## src/rtl/countdown_timer_if.sv

```systemverilog
// Control/status bundle for the MM:SS countdown timer.
// master drives load/start/pause and the load digits; slave is the timer itself.
interface countdown_timer_if;
    logic       load;
    logic [3:0] ld_m10;
    logic [3:0] ld_m1;
    logic [3:0] ld_s10;
    logic [3:0] ld_s1;
    logic       start;
    logic       pause;
    logic [3:0] m10;
    logic [3:0] m1;
    logic [3:0] s10;
    logic [3:0] s1;
    logic       running;
    logic       expired;
    logic       done;

    modport master (
        output load, ld_m10, ld_m1, ld_s10, ld_s1, start, pause,
        input  m10, m1, s10, s1, running, expired, done
    );

    modport slave (
        input  load, ld_m10, ld_m1, ld_s10, ld_s1, start, pause,
        output m10, m1, s10, s1, running, expired, done
    );
endinterface

```

## src/rtl/countdown_timer.sv

```systemverilog
// MM:SS countdown timer: cascaded BCD digits with borrow, an internal one-second
// prescaler, a run/pause FSM and a one-cycle done pulse on reaching 00:00.
module countdown_timer #(
    parameter int TICK_DIV = 1000
) (
    input  logic             clk,
    input  logic             reset,
    countdown_timer_if.slave bus
);

    localparam int PW = $clog2(TICK_DIV);
    localparam logic [PW-1:0] PRESC_MAX = PW'(TICK_DIV - 1);

    typedef enum logic [1:0] {IDLE, RUN, PAUSED, EXPIRED} state_t;

    typedef struct packed {
        logic [3:0] m10;
        logic [3:0] m1;
        logic [3:0] s10;
        logic [3:0] s1;
    } time_t;

    state_t          state_q, state_d;
    logic [PW-1:0]   presc_q, presc_d;
    time_t           time_q, time_d;
    logic            done_q, done_d;
    logic            running_q, expired_q;
    logic            tick;

    function automatic logic [3:0] clamp_digit(logic [3:0] d, logic [3:0] max);
        return (d > max) ? max : d;
    endfunction

    // Borrow ripples from seconds-units up; callers guarantee the input is not 00:00.
    function automatic time_t decrement(time_t t);
        time_t r;
        r = t;
        if (t.s1 != 4'd0) begin
            r.s1 = t.s1 - 4'd1;
        end else begin
            r.s1 = 4'd9;
            if (t.s10 != 4'd0) begin
                r.s10 = t.s10 - 4'd1;
            end else begin
                r.s10 = 4'd5;
                if (t.m1 != 4'd0) begin
                    r.m1 = t.m1 - 4'd1;
                end else begin
                    r.m1  = 4'd9;
                    r.m10 = t.m10 - 4'd1;
                end
            end
        end
        return r;
    endfunction

    assign tick = (presc_q == PRESC_MAX);

    // NOTE: every signal written here gets a default first so no path leaves it unassigned (no latches).
    always_comb begin
        state_d = state_q;
        presc_d = presc_q;
        time_d  = time_q;
        done_d  = 1'b0;
        if (bus.load) begin
            time_d.m10 = clamp_digit(bus.ld_m10, 4'd9);
            time_d.m1  = clamp_digit(bus.ld_m1,  4'd9);
            time_d.s10 = clamp_digit(bus.ld_s10, 4'd5);
            time_d.s1  = clamp_digit(bus.ld_s1,  4'd9);
            state_d    = IDLE;
            presc_d    = '0;
        end else begin
            case (state_q)
                IDLE: begin
                    if (bus.start && (time_q != '0)) state_d = RUN;
                end
                RUN: begin
                    // Pause beats both start and a coincident tick; the prescaler holds.
                    if (bus.pause) begin
                        state_d = PAUSED;
                    end else if (tick) begin
                        presc_d = '0;
                        time_d  = decrement(time_q);
                        if (time_d == '0) begin
                            state_d = EXPIRED;
                            done_d  = 1'b1;
                        end
                    end else begin
                        presc_d = presc_q + PW'(1);
                    end
                end
                PAUSED: begin
                    if (bus.start) state_d = RUN;
                end
                EXPIRED: ;
                default: state_d = IDLE;
            endcase
        end
    end

    // NOTE: sequential state uses non-blocking assignments so every register samples pre-edge values.
    always_ff @(posedge clk) begin
        if (reset) begin
            state_q   <= IDLE;
            presc_q   <= '0;
            time_q    <= '0;
            done_q    <= 1'b0;
            running_q <= 1'b0;
            expired_q <= 1'b0;
        end else begin
            state_q   <= state_d;
            presc_q   <= presc_d;
            time_q    <= time_d;
            done_q    <= done_d;
            running_q <= (state_d == RUN);
            expired_q <= (state_d == EXPIRED);
        end
    end

    assign bus.m10     = time_q.m10;
    assign bus.m1      = time_q.m1;
    assign bus.s10     = time_q.s10;
    assign bus.s1      = time_q.s1;
    assign bus.running = running_q;
    assign bus.expired = expired_q;
    assign bus.done    = done_q;

endmodule

```

## src/flat_wrapper.sv

```systemverilog
// flat-port wrapper written by rule: the top's interface ports become plain ports
module countdown_timer_flat 
#(
    parameter int TICK_DIV = 1000
)
  (clk, reset, bus_load, bus_ld_m10, bus_ld_m1, bus_ld_s10, bus_ld_s1, bus_start, bus_pause, bus_m10, bus_m1, bus_s10, bus_s1, bus_running, bus_expired, bus_done);
  countdown_timer_if bus_i ();
  input  logic clk;
  input  logic reset;
  input wire logic [$bits(bus_i.load)-1:0] bus_load;
  input wire logic [$bits(bus_i.ld_m10)-1:0] bus_ld_m10;
  input wire logic [$bits(bus_i.ld_m1)-1:0] bus_ld_m1;
  input wire logic [$bits(bus_i.ld_s10)-1:0] bus_ld_s10;
  input wire logic [$bits(bus_i.ld_s1)-1:0] bus_ld_s1;
  input wire logic [$bits(bus_i.start)-1:0] bus_start;
  input wire logic [$bits(bus_i.pause)-1:0] bus_pause;
  output wire logic [$bits(bus_i.m10)-1:0] bus_m10;
  output wire logic [$bits(bus_i.m1)-1:0] bus_m1;
  output wire logic [$bits(bus_i.s10)-1:0] bus_s10;
  output wire logic [$bits(bus_i.s1)-1:0] bus_s1;
  output wire logic [$bits(bus_i.running)-1:0] bus_running;
  output wire logic [$bits(bus_i.expired)-1:0] bus_expired;
  output wire logic [$bits(bus_i.done)-1:0] bus_done;
  assign bus_i.load = bus_load;
  assign bus_i.ld_m10 = bus_ld_m10;
  assign bus_i.ld_m1 = bus_ld_m1;
  assign bus_i.ld_s10 = bus_ld_s10;
  assign bus_i.ld_s1 = bus_ld_s1;
  assign bus_i.start = bus_start;
  assign bus_i.pause = bus_pause;
  assign bus_m10 = bus_i.m10;
  assign bus_m1 = bus_i.m1;
  assign bus_s10 = bus_i.s10;
  assign bus_s1 = bus_i.s1;
  assign bus_running = bus_i.running;
  assign bus_expired = bus_i.expired;
  assign bus_done = bus_i.done;
  countdown_timer #(.TICK_DIV(TICK_DIV)) u_core (.clk(clk), .reset(reset), .bus(bus_i));
endmodule
```

## config.mk

```make
export PLATFORM = sky130hd
export DESIGN_NAME = countdown_timer_flat
export DESIGN_NICKNAME = d
export VERILOG_FILES = /design/src/rtl/countdown_timer_if.sv /design/src/rtl/countdown_timer.sv /design/src/flat_wrapper.sv
export SDC_FILE = /design/constraint.sdc
export NUM_CORES = 1
export LEC_CHECK = 0
export CORE_ASPECT_RATIO = 2
export CORE_MARGIN = 2
export CORE_UTILIZATION = 49
export DETAILED_ROUTE_END_ITERATION = 10
export PLACE_DENSITY = 0.85
export SLEW_MARGIN = 20
export SYNTH_ARGS = -nofsm -noshare
export SYNTH_HDL_FRONTEND = slang
export SYNTH_SLANG_ARGS = --single-unit
```

## constraint.sdc

```tcl
create_clock -name clk -period 2.9 [get_ports clk]
set_input_delay 0.87 -clock clk [delete_from_list [all_inputs] [get_ports clk]]
set_output_delay 0.87 -clock clk [all_outputs]
set_load 0.01 [all_outputs]
```

==> reports/results.ini <==
[outcome]
status = completed

[drt]
wirelength_mm = 4.63
wl_per_cell_um = 15.8
vias_per_cell = 6.36
drtPass1Iterations = 4
drtAntennaViolNets = 0
drt_iter0_markers = 58
drc_errors = 0
vias = 1864

[synthesis]
ys_ff_latch = 31
yosysTopAreaCellShare_pct = 36.1
synth_edf_count = 0
synthTopCellsByArea = dfxtp_1, nor2_1, xnor2_1
seq_area_frac_synth_pct = 36.1
synth.net_count = 239
ys_types = 45
synthCells = 215
yosys-top-cells-count = dfxtp_1, nor2_1, nand2_1, inv_1, nor3_1
synth_top_area_cell = dfxtp_1
synth.most_common_cell = dfxtp_1
netlist_area_um2 = 1720
synth_warnings = 0
avgSynthCellArea_um2 = 8.00
synth_async_sr_flop_share_pct = 0
synthFlopType = dfxtp_1

[floorplan]
row_count = 30
coreArea_um2 = 3380
die-area_um2 = 4030
die_h_um = 87.8
start_util_pct = 50.9
io_pins = 40
die_w_um = 45.9

[power]
peakVddDrop_mv = 0.492
p_per_area_nw_per_um2 = 474
total_power_uw = 1090
leakage_uw = 0.000798

[sta]
fin_crit_ps = 2730
finalSetupViolations = 0
rsz0062_at_grt = no
fmax_mhz = 366
clock_skew_ps = 8.95
slew_violations = 0
hold_viol = 0
tightest_slew_ps = 583
period_share_pct = 94.2
tns_ps = 0
maxSlewHeadroom_pct = 60.8

[final_layout]
drive_above_1_share_pct = 9.20
diodes = 0
syn_to_final_growth_pct = 33.4
nets = 284

[critical_path]
path_max_fanout = 11
reg2regPathDepth = 6
worst-setup-path-type = input pin to register
end_kind = register
startpoint_type = input pin
critical_path_arrival_ps = 2950
critical_path_required_ps = 3120

[place]
hpwl_mm = 3.38
globalplace.congestion = 0.895
port_buffers = 39

[global_routing]
grt_max_degree = 16
grt_pass1_vias = 1743
grt_pass1_wl_mm = 7.51
grt_antenna_before_repair = 0
grt_overflow = 0
grt_usage_pct = 24.9

[min_path]
hold_depth = 2
hold_path.class = register to register

[clocking]
cts_buffers = 5
clock-sinks = 31
cts.clk_slew.worst_paths_ps = 70
cts_hold_buf = 0
cts-root-buf = clkbuf_8
clkLatencyLatePin_ps = 290
h-tree-depth = 2
post_cts_buffers = 0
tritoncts = yes
cts_resized = 0
clockBufferDepth = 2

[job]
drv_cap = 0

-- final timing paths --
check | startpoint | slack (ps) | end
max | bus_pause | 170 | u_core.bus.s1[1]
min | u_core.presc_q[0] | 500 | u_core.presc_q[0]
max reg2reg | u_core.presc_q[0] | 750 | u_core.bus.s1[1]
min reg2reg | u_core.presc_q[0] | 500 | u_core.presc_q[0]
-- critical path, stage by stage --
cell and delay (ps):
clkdlybuf4s50_1 410, or3b_1 370, or4_1 510, buf_4 190, or4_1 500, nand3_1 100
-- flip-flops by register name, indices dropped and copies added, names as in the netlist --
name / count
u_core.bus.m1: 4
u_core.bus.m10: 4
u_core.bus.s10: 4
u_core.presc_q: 10
u_core.bus.expired: 1
u_core.bus.running: 1
u_core.bus.done: 1
u_core.state_q: 2
u_core.bus.s1: 4
-- cell usage in the layout, fill, tap and decap left out, types with 9 or more instances in the layout --
| cell | count |
|---|---|
| dfxtp_1 | 31 |
| nor2_1 | 22 |
| buf_4 | 9 |
| nand2_1 | 16 |
| nor4_1 | 11 |
| nand3_1 | 12 |
| inv_1 | 13 |
| nor3_1 | 13 |
| clkdlybuf4s50_1 | 39 |
-- final cells by class --
| type | instances | area, µm² |
|---|---|---|
| well taps | 32 | 40.0 |
| flip-flops and latches | 31 | 621 |
| clock inverters | 2 | 35.0 |
| inverters | 13 | 48.8 |
| clock buffers | 6 | 82.6 |
| multi-input cells | 161 | 1010 |
| fillers | 268 | 1080 |
| repair buffers | 48 | 458 |
-- per-layer routing --
layer | share of wire (%) | track usage [%] | vias up
li1 | - | - | 905
met1 | 37 | 26.7 | 854
met2 | 53 | 42.7 | 86
met3 | 6.0 | 5.36 | 19
met4 | 3.7 | 13.8 | 0
met5 | 0 | 0 | -
-- cell families (layout without fill, tap and decap cells) --
group                    Yosys count  in the layout  synth area share (%)
XOR/XNOR                           9              9                  4.58
adder cells (fa/ha/maj)            3              3                  2.18
AO/OA/AOI/OAI                     47             47                  20.0
flip-flops                        31             31                  36.1
AND/OR/NAND/NOR                  102            102                  31.9
buffers and inverters             23             69                  5.24
-- where the power goes --
part	total [µW]	internal (µW)	switching, µW
Clock	448	278	170
Combinational	174	88.7	85.2
Sequential	465	441	24.1
Total	1090	808	279
-- metrics by stage --
stage               hold slack [ps]  cell area [µm²]  setup WS (ps)  std cells  util [%]
floorplan                       462             1720            403        215         -
detailed placement              486             2180          -82.0        285      64.4
global route                    543             2290           75.3        293      67.9
finish                          497             2290            169        293      67.9
global placement                479             2180          -47.8        285      64.4
CTS                             496             2290            181        293      67.9
(Power assumes the default switching activity.)
